## src/rtl/demux_reg.sv

```systemverilog
// ----------------------------------------------------------------------------
// demux_reg
//
// Registered 1-to-N demultiplexer. A word and a destination index are taken
// in over a valid/ready handshake, held in a one-entry register and then
// presented on exactly one of N_OUT destination ports. Each destination port
// has its own valid/ready pair. Out-of-range indices are accepted, dropped and
// reported on ERR with a one-cycle pulse.
//
// Ports
//   CLK      in   1              clock, all state on rising edge
//   RST      in   1              synchronous, active-high reset
//   A        in   DATA_W         input data word
//   S        in   SEL_W          destination index
//   A_VALID  in   1              input word valid
//   A_READY  out  1              block can accept a word this cycle
//   X        out  N_OUT*DATA_W   packed outputs, port k = X[k*DATA_W +: DATA_W]
//   X_VALID  out  N_OUT          per-port valid, one-hot or zero
//   X_READY  in   N_OUT          per-port ready from destination
//   ERR      out  1              one-cycle pulse: out-of-range S dropped
//
// Configuration macro: DEMUX_ZERO_IDLE_EN
//   defined   : ports without valid drive all-zero data
//   undefined : each port keeps the last word delivered to it until
//               overwritten or reset
// ----------------------------------------------------------------------------
module demux_reg #(
    parameter int DATA_W = 32,
    parameter int N_OUT  = 2,
    parameter int SEL_W  = 1
) (
    input  logic                    CLK,
    input  logic                    RST,
    input  logic [DATA_W-1:0]       A,
    input  logic [SEL_W-1:0]        S,
    input  logic                    A_VALID,
    output logic                    A_READY,
    output logic [N_OUT*DATA_W-1:0] X,
    output logic [N_OUT-1:0]        X_VALID,
    input  logic [N_OUT-1:0]        X_READY,
    output logic                    ERR
);

    typedef enum logic {
        EMPTY = 1'b0,
        FULL  = 1'b1
    } state_t;

    // Port count widened by one bit so the range compare works even when
    // 2**SEL_W == N_OUT.
    localparam logic [SEL_W:0] N_OUT_W = (SEL_W + 1)'(N_OUT);

    state_t            state_q;
    state_t            state_d;
    logic [DATA_W-1:0] data_q;
    logic [SEL_W-1:0]  sel_q;
    logic              err_q;
    logic              sel_ready;
    logic              in_range;
    logic              accept;
    logic              load;
    logic              fire;

`ifndef DEMUX_ZERO_IDLE_EN
    logic [N_OUT*DATA_W-1:0] last_q;
`endif

    // Ready of the currently selected destination; ready bits of the other
    // ports are deliberately ignored.
    always_comb begin
        sel_ready = 1'b0;
        for (int k = 0; k < N_OUT; k++) begin
            if (sel_q == SEL_W'(k)) begin
                sel_ready = X_READY[k];
            end
        end
    end

    // Handshake qualifiers. An accept with an out-of-range index still
    // completes the input handshake but never loads the holding register.
    always_comb begin
        in_range = ({1'b0, S} < N_OUT_W);
        accept   = A_VALID & A_READY;
        load     = accept & in_range;
        fire     = (state_q == FULL) & sel_ready;
    end

    // State register.
    always_ff @(posedge CLK) begin
        if (RST) begin
            state_q <= EMPTY;
        end else begin
            state_q <= state_d;
        end
    end

    // Next-state logic. A fire together with a valid accept keeps the block
    // FULL so a stream can run at one word per cycle.
    always_comb begin
        state_d = state_q;
        case (state_q)
            EMPTY: begin
                if (load) begin
                    state_d = FULL;
                end
            end
            FULL: begin
                if (fire) begin
                    state_d = load ? FULL : EMPTY;
                end
            end
            default: state_d = EMPTY;
        endcase
    end

    // Holding register, error pulse and per-port last-word registers.
    // A held word only changes on load, which in FULL requires a fire, so
    // data stays stable while the selected destination stalls.
    always_ff @(posedge CLK) begin
        if (RST) begin
            data_q <= '0;
            sel_q  <= '0;
            err_q  <= 1'b0;
`ifndef DEMUX_ZERO_IDLE_EN
            last_q <= '0;
`endif
        end else begin
            err_q <= accept & ~in_range;
            if (load) begin
                data_q <= A;
                sel_q  <= S;
            end
`ifndef DEMUX_ZERO_IDLE_EN
            if (fire) begin
                for (int k = 0; k < N_OUT; k++) begin
                    if (sel_q == SEL_W'(k)) begin
                        last_q[k*DATA_W +: DATA_W] <= data_q;
                    end
                end
            end
`endif
        end
    end

    // Outputs. The selected port shows the held word while FULL; every other
    // port shows either zero or its last delivered word.
    always_comb begin
        X       = '0;
        X_VALID = '0;
        A_READY = (state_q == EMPTY) | ((state_q == FULL) & sel_ready);
        ERR     = err_q;
        for (int k = 0; k < N_OUT; k++) begin
            if ((state_q == FULL) && (sel_q == SEL_W'(k))) begin
                X_VALID[k]                = 1'b1;
                X[k*DATA_W +: DATA_W]     = data_q;
            end else begin
`ifdef DEMUX_ZERO_IDLE_EN
                X[k*DATA_W +: DATA_W]     = '0;
`else
                X[k*DATA_W +: DATA_W]     = last_q[k*DATA_W +: DATA_W];
`endif
            end
        end
    end

endmodule

```

## config.mk

```make
export PLATFORM = sky130hd
export DESIGN_NAME = demux_reg
export DESIGN_NICKNAME = d
export VERILOG_FILES = /design/src/rtl/demux_reg.sv
export SDC_FILE = /design/constraint.sdc
export NUM_CORES = 1
export LEC_CHECK = 0
export ABC_AREA = 1
export BUFFER_PORTS_ARGS = -buffer_cell sky130_fd_sc_hd__clkbuf_2
export CAP_MARGIN = 25
export CORE_ASPECT_RATIO = 1.5
export CORE_UTILIZATION = 40
export DETAILED_ROUTE_END_ITERATION = 10
export SLEW_MARGIN = 20
export SYNTH_ARGS = -nofsm -noshare
export SYNTH_HDL_FRONTEND = slang
export SYNTH_SLANG_ARGS = --single-unit
```

## constraint.sdc

```tcl
create_clock -name CLK -period 2.89 [get_ports CLK]
set_clock_uncertainty 0.15 [all_clocks]
set_input_delay 0.1445 -clock CLK [delete_from_list [all_inputs] [get_ports CLK]]
set_output_delay 0.1445 -clock CLK [all_outputs]
set_load 0.02 [all_outputs]
```

==> results of run 1 <==
-- worst max-delay path by stage --
stage                       to  slack [ps]  cells past startpoint
floorplan                X[22]        1410                      6
global placement         X[29]         750                      6
detailed placement  last_q[31]         670                      6
CTS                 data_q[16]         290                      8
global route        data_q[13]          60                      8
finish              data_q[16]         280                      8
-- power by group through the flow --
stage	clock network, µW	registers, µW	logic, µW
3_3_place_gp	0	1510	387
6_report	1170	1480	432
2_1_floorplan	0	1470	294
5_1_grt	1240	1480	479
4_1_cts	1200	1480	431
3_5_place_dp	0	1510	392
-- worst min-delay path, stage by stage --
cell and delay, ps:
clkbuf_2 80, inv_1 60, nand3_1 70, nand2_1 60, nor2_1 40
-- logic make-up (layout without fill, tap and decap cells) --
family | count (synthesis) | after routing | synth area share (%)
other | 1 | 1 | 0.0799
DFF | 98 | 98 | 41.8
and+or+nand+nor | 394 | 394 | 34.3
buffers and inverters | 101 | 205 | 9.89
AOI/OAI and AO/OA | 130 | 130 | 13.9
-- cell type report --
type / instances / share of cell area (%)
Multi-Input combinational cell: 525 / 38.9
Sequential cell: 98 / 33.6
Timing Repair Buffer: 152 / 16.9
Clock buffer: 12 / 4.23
Tap cell: 150 / 3.22
Inverter: 38 / 2.45
Clock inverter: 3 / 0.686
-- timing repair --
| action | in CTS | in global routing |
|---|---|---|
| endpoints found under the setup margin | 0 | 0 |
| endpoints found under the hold margin | 31 | 0 |
| hold buffers | 36 | 0 |
-- metal layers --
layer / global-route usage, % / vias to the layer above / share of wire [%] / routed length [µm]
met1: 28.1 / 2299 / 43 / 5890
met4: 8.78 / 0 / 2.1 / 283
li1: - / 2514 / - / -
met3: 1.97 / 17 / 3.3 / 459
met2: 41.6 / 136 / 52 / 7100
met5: 0 / - / 0 / 0
-- stage by stage --
step	std cells	setup slack [ps]	hold WS (ps)
floorplan	724	1410	194
global placement	927	748	295
detailed placement	927	669	300
CTS	978	289	0.637
global route	978	55.5	27.1
finish	978	277	-0.326
-- layout by cell type (no fill, tap or decap), drive strengths merged --
cell / synthesis / final
nand2: 262 / 262
clkbuf: 29 / 116
a21oi: 98 / 98
dfxtp: 98 / 98
nand3: 98 / 98
inv: 38 / 38
dlygate4sd3: 0 / 36
nor2: 34 / 34
o21ai: 32 / 32
buf: 34 / 12
clkinv: 0 / 2
conb: 1 / 1
bufinv: 0 / 1
-- flip-flops by register name, indices dropped and copies added (netlist names) --
register and cells:
state_q 1, last_q 64, data_q 32, sel_q 1
==> impl_metrics.toml, run 1 <==
[timing]
finalMaxSlewViolations = 0
tns_ps = 0
worstMarginPinSlew_ps = 716
hold_viol_final = 1
timing.slew.headroom_pct = 52.3
finalCritPeriodShare_pct = 90.4
setup_viol = 0
fin_hold_ws_ps = -0.326
rsz0062_at_grt = "false"
max_freq_ghz = 0.383
period_needed_ps = 2610

[logic_synthesis]
syn_area_per_cell_um2 = 6.48
yosys_warnings = 0
synth_seq_cells = 98
synth.cell_area_um2 = 4690
synthTopCellsByCount = "nand2_1, a21oi_1, dfxtp_1"
synth_edf_count = 0
seq_area_frac_synth_pct = 41.8
yosys-top-cells-area = "dfxtp_1, nand2_1, a21oi_1"
ys_async_sr_fraction_pct = 0
netlist_instances = 724
synth_top_area_cell = "dfxtp_1"
synth_top_area_share_pct = 41.8
ys.flop_type = "dfxtp_1"
synthDistinctLibCells = 17
synth_nets = 762
synth_most_common_cell = "nand2_1"

[cts]
clk-insertion-delay-late_ps = 340
cts_tree = "yes"
root_buffer = "clkbuf_16"
htree_levels = 3
cts_resized = 0
clk_pin_slew_ps = 60
cts.sinks = 98
cts_setup_buffers = 0
numCtsBuffers = 9
clock_path_buffers = 2

[worst_setup_path]
cpPeakStageDelay_ps = 660
start_kind = "flop"
r2r-end = "data_q[16]"
crit_path_cell_trace = "inv_2 > nand2_1 > nand3_2 > buf_12 > nand3_1 > nand2_1 > dlygate4sd3_1 > nor2_1"
endpoint_kind = "flop"
criticalPathCategory = "flop to flop"
r2r_cells = 8
worstPathArrival_ps = 2730
startpoint = "sel_q"
worst-path-max-fanout = 44
crit_required_ps = 3010
critPathBufInv = 3
cpMaxStageDelayCell = "dfxtp_1"
crit_family = "buffers and inverters"
r2r-start = "sel_q"
reg2reg_slack_ps = 280
timing.critical_path.mode_cell = "nand2_1"

[global_routing]
grtUsageTotal_pct = 23.0
overflow = 0
grt_pass1_wl_mm = 22.4
antenna_found_initial = 0
grt_start_max_net_pins = 68
grt_pass1_vias = 4488

[power]
clkPwrFrac_pct = 38.0
power_frac_comb_pct = 14.0
p_seq_share_pct = 48.0
p_sw_uw = 833
power.leakage_uw = 0.00277
vdd_drop_max_v = 0.000292
swShare_pct = 27.0
p_int_uw = 2250
power.total_uw = 3080
powerDensity_nw_per_um2 = 528

[run_status]
status = "finished, violations left"
violations = "negative hold slack"

[cells_and_area]
final_util_pct = 50.9
fill_cells = 1170
diodes = 0
drive_gt1_share_pct = 16.3
nets = 862
seqCellArea_um2 = 1960
syn_to_final_growth_pct = 24.3
multi_input_area_um2 = 2270
final_area_um2 = 5830

[drt]
wl_mm = 13.7
dr_total_vias = 4966
first_iter_violations = 361
detail_route.vias_per_cell = 5.08
drt-pass1-iter-count = 5
ant_nets = 0
drc = 0
wire_per_inst_um = 14.0

[floorplanning]
num_io_pins = 106
die_y_um = 135
core_um2 = 11500
initial_core_util_pct = 40.9
die_w_um = 90.4
die_area_um2 = 12200
fp-row-count = 48

[min_path]
worstHoldStart = "A[10]"
whs_endpoint = "data_q[10]"
hold_depth = 5
hp-class = "input pin to flop"

[place]
gp_congestion = 0.790
place_hpwl_mm = 8.83
placed_area_um2 = 5190
io_buffers = 104

[job]
maxCapViolCount = 0
(Power assumes the default switching activity.)
==> run 2, diff against run 1 <==
RECOVER_POWER = 50   (was unset)
==> run 2 against run 1 <==
Against the previous run:
- the flow now finishes without violations
- design area is 0.19% lower
- total power fell by 0.12%
- sequential power about the same
- worst hold slack barely moved
- combinational power about the same
- die area did not move
- critical endpoint unchanged
==> impl_metrics.toml, run 2 (synthesis gave the netlist of run 1 again) <==
[floorplanning]
die_y_um = 135
die_area_um2 = 12200
core_um2 = 11500
fp-row-count = 48
num_io_pins = 106
initial_core_util_pct = 40.9
die_w_um = 90.4

[cts]
cts_setup_buffers = 0
htree_levels = 3
clk_pin_slew_ps = 60
cts_tree = "yes"
clk-insertion-delay-late_ps = 340
root_buffer = "clkbuf_16"
cts_resized = 0
clock_path_buffers = 2
cts.sinks = 98
numCtsBuffers = 9

[worst_setup_path]
crit_path_cell_trace = "inv_2 > nand2_1 > nand3_2 > buf_12 > nand3_1 > nand2_1 > dlygate4sd3_1 > nor2_1"
timing.critical_path.mode_cell = "nand2_1"
worstPathArrival_ps = 2730
worst-path-max-fanout = 44
startpoint = "sel_q"
crit_required_ps = 3010
endpoint_kind = "flop"
crit_path_end = "data_q[16]"
r2r-start = "sel_q"
criticalPathCategory = "flop to flop"
r2r-end = "data_q[16]"
start_kind = "flop"
r2r_cells = 8
cpMaxStageDelayCell = "dfxtp_1"
cpPeakStageDelay_ps = 640
reg2reg_slack_ps = 280

[run_status]
status = "finished clean"

[place]
placed_area_um2 = 5190
place_hpwl_mm = 8.83
dp_slack_ps = 669
io_buffers = 104
gp_congestion = 0.790

[timing]
finalCritPeriodShare_pct = 90.2
setup_viol = 0
tns_ps = 0
worstMarginPinSlew_ps = 718
setup_ws_ps = 283
finalMaxSlewViolations = 0
max_freq_ghz = 0.384
rsz0062_at_grt = "false"
timing.slew.headroom_pct = 52.2
hold_viol_final = 0
period_needed_ps = 2610

[cells_and_area]
syn_to_final_growth_pct = 24.1
largestRegisters = "last_q (64), data_q (32)"
nets = 862
largest_register_ff_count = 64
final_cell_mix = "nand2_1, a21oi_1, dfxtp_1"
drive_gt1_share_pct = 15.2
diodes = 0
top_register = "last_q"
final_common_cell = "nand2_1"
final_area_um2 = 5820
final_util_pct = 50.8

[drt]
detail_route.vias_per_cell = 5.09
dr_total_vias = 4980
wire_per_inst_um = 14.1
drc = 0
wl_mm = 13.8
drt-pass1-iter-count = 5
first_iter_violations = 354
ant_nets = 0

[power]
vdd_drop_max_v = 0.000294
powerDensity_nw_per_um2 = 528
power.leakage_uw = 0.00274
power.total_uw = 3080

[global_routing]
grtUsageTotal_pct = 23.0
antenna_found_initial = 0
grt_pass1_vias = 4488
overflow = 0
grt_pass1_wl_mm = 22.4
grt_start_max_net_pins = 68

[job]
maxCapViolCount = 0

[min_path]
hp-class = "input pin to flop"
## run 2: cell count changes in the layout (fill, tap and decap cells not counted), sizes merged
cell | previous run | this run
clkinv | 2 | 3
inv | 38 | 37
## run 2: per-stage QoR
step | hold WS (ps) | instances
finish | 0.143 | 978
global route | 27.1 | 978
CTS | 0.637 | 978
detailed placement | 300 | 927
global placement | 295 | 927
floorplan | 194 | 724
## run 2: what timing repair did
item                       in CTS  in global routing
hold endpoints to repair       31                  0
setup endpoints to repair       0                  0
hold buffers                   36                  0
## run 2: worst min-delay path by stage
stage	from	end	slack (ps)	depth (start not counted)
6_report	A[10]	data_q[10]	0.1	5
3_5_place_dp	last_q[10]	last_q[10]	300	2
3_3_place_gp	last_q[7]	last_q[7]	290	2
4_1_cts	A[10]	data_q[10]	0.6	5
5_1_grt	A[10]	data_q[10]	30	5
2_1_floorplan	RST	data_q[17]	190	3
## run 2: cell type report
cell class	count	area, µm²
clock inverter	3	40.0
clock buffer	12	246
inverter	38	143
sequential	98	1960
multi-input combinational	525	2270
timing repair buffer	152	975
tap	150	188
fill	1174	5650
## run 2: power by group
| part | switching (µW) | total [µW] | internal [µW] |
|---|---|---|---|
| combinational | 276 | 431 | 154 |
| clock | 482 | 1170 | 687 |
| sequential | 72.9 | 1480 | 1400 |
## run 2: layer usage
| metal | GRT usage, % | part of all wire, % | vias up |
|---|---|---|---|
| li1 | - | - | 2515 |
| met1 | 28.1 | 43 | 2309 |
| met2 | 41.6 | 52 | 140 |
| met3 | 1.97 | 3.2 | 16 |
| met4 | 8.78 | 1.9 | 0 |
| met5 | 0 | 0 | - |
## run 2: worst max-delay path, delay by kind of cell, from the launching register on
family | cells | cell delay [ps]
flops | 1 | 640
simple gates | 5 | 760
buf+inv | 3 | 970
==> run 3, diff against run 2 <==
CTS_BUF_LIST = sky130_fd_sc_hd__clkbuf_4 sky130_fd_sc_hd__clkbuf_8   (was unset)
==> run 3 against run 2 <==
Against the previous run:
- register-to-register slack better by 20 ps
- via count decreased by 0.38%
- setup slack better by 19 ps
- clock power fell by 24%
- critical path depth did not move
- die area unchanged
- critical path type unchanged
- critical endpoint unchanged
- largest cell class unchanged
- highest routed layer unchanged
==> impl_metrics.toml, run 3 (synthesis gave the netlist of run 1 again) <==
[run_status]
status = "finished clean"

[min_path]
whs_endpoint = "last_q[10]"
hp-class = "input pin to flop"
hold_depth = 4
worstHoldStart = "X_READY[0]"

[worst_setup_path]
start_kind = "flop"
worstPathArrival_ps = 2740
crit_required_ps = 3040
criticalPathCategory = "flop to flop"
worst-path-max-fanout = 44
r2r_cells = 8
endpoint_kind = "flop"
r2r-end = "data_q[16]"
reg2reg_slack_ps = 300
r2r-start = "sel_q"

[floorplanning]
initial_core_util_pct = 40.9
fp-row-count = 48
core_um2 = 11500
die_w_um = 90.4
die_area_um2 = 12200
num_io_pins = 106
die_y_um = 135

[drt]
first_iter_violations = 307
ant_nets = 0
wl_mm = 13.8
drc = 0
wire_per_inst_um = 14.1
dr_total_vias = 4961
drt-pass1-iter-count = 5
detail_route.vias_per_cell = 5.06

[global_routing]
grt_pass1_wl_mm = 22.4
grt_pass1_vias = 4498
grtUsageTotal_pct = 23.1
antenna_found_initial = 0
grt_start_max_net_pins = 68
overflow = 0

[cells_and_area]
nets = 864
diodes = 0
largest_register_ff_count = 64
syn_to_final_growth_pct = 22.5
final_cell_mix = "nand2_1, a21oi_1, dfxtp_1"
final_area_um2 = 5750
drive_gt1_share_pct = 15.3
top_register = "last_q"
final_common_cell = "nand2_1"
largestRegisters = "last_q (64), data_q (32)"
fill_cells = 1186

[job]
maxCapViolCount = 0

[cts]
clk_pin_slew_ps = 90
cts_tree = "yes"
htree_levels = 3
cts.sinks = 98
root_buffer = "clkbuf_8"
numCtsBuffers = 9
clk-insertion-delay-late_ps = 360
cts_resized = 0
clock_path_buffers = 2

[place]
place_hpwl_mm = 8.83
gp_congestion = 0.790
io_buffers = 104
placed_area_um2 = 5190

[power]
vdd_drop_max_v = 0.000259
powerDensity_nw_per_um2 = 486
power.leakage_uw = 0.00270

[timing]
hold_viol_final = 0
setup_viol = 0
finalCritPeriodShare_pct = 89.6
timing.slew.headroom_pct = 51.6
rsz0062_at_grt = "false"
finalMaxSlewViolations = 0
worstMarginPinSlew_ps = 725
max_freq_ghz = 0.386
tns_ps = 0
period_needed_ps = 2590
## run 3: cell type report
| type | count | area [µm²] | share of cell area, % |
|---|---|---|---|
| timing repair buffer | 154 | 993 | 17.3 |
| tap | 150 | 188 | 3.27 |
| inverter | 38 | 143 | 2.48 |
| multi-input combinational | 525 | 2270 | 39.5 |
| clock buffer | 12 | 153 | 2.66 |
| sequential | 98 | 1960 | 34.1 |
| clock inverter | 3 | 40.0 | 0.697 |
## run 3: metal layers
metal / track usage, % / vias up / part of all wire, %
met1: 28.2 / 2276 / 42
li1: - / 2517 / -
met5: 0 / - / 0
met3: 2.03 / 18 / 3.8
met2: 41.7 / 150 / 52
met4: 9.32 / 0 / 2.0
## run 3: worst max-delay path: stages (launching register included)
cell and delay, ps:
dfxtp_1 640, inv_2 40, nand2_1 80, nand3_2 420, buf_12 380, nand3_1 90
nand2_1 50, dlygate4sd3_1 550, nor2_1 90
## run 3: how the worst max path moves through the flow
stage	start	endpoint	slack (ps)	cells after the start
finish	sel_q	data_q[16]	300	8
global route	sel_q	data_q[13]	50	8
CTS	sel_q	data_q[16]	280	8
detailed placement	state_q	last_q[31]	670	6
global placement	state_q	X[29]	750	6
floorplan	sel_q	X[22]	1410	6
## run 3: power by group
| group | switching, µW | internal (µW) | total (µW) |
|---|---|---|---|
| Sequential | 72.6 | 1400 | 1480 |
| Clock | 449 | 436 | 885 |
| Combinational | 277 | 156 | 433 |
## run 3: per-stage QoR
| step | setup WS, ps | total power (µW) | hold WS (ps) | std cells | util, % |
|---|---|---|---|---|---|
| floorplan | 1410 | 1770 | 194 | 724 | - |
| global placement | 748 | 1900 | 295 | 927 | 45.2 |
| detailed placement | 669 | 1900 | 300 | 927 | 45.2 |
| CTS | 283 | 2820 | 203 | 980 | 50.2 |
| global route | 51.6 | 2920 | 229 | 980 | 50.1 |
| finish | 302 | 2790 | 217 | 980 | 50.1 |
## run 3: timing repair
action / 4_1_cts / 5_1_grt
hold buffers: 38 / 0
setup buffers: 0 / 0
hold endpoints to repair: 33 / 0
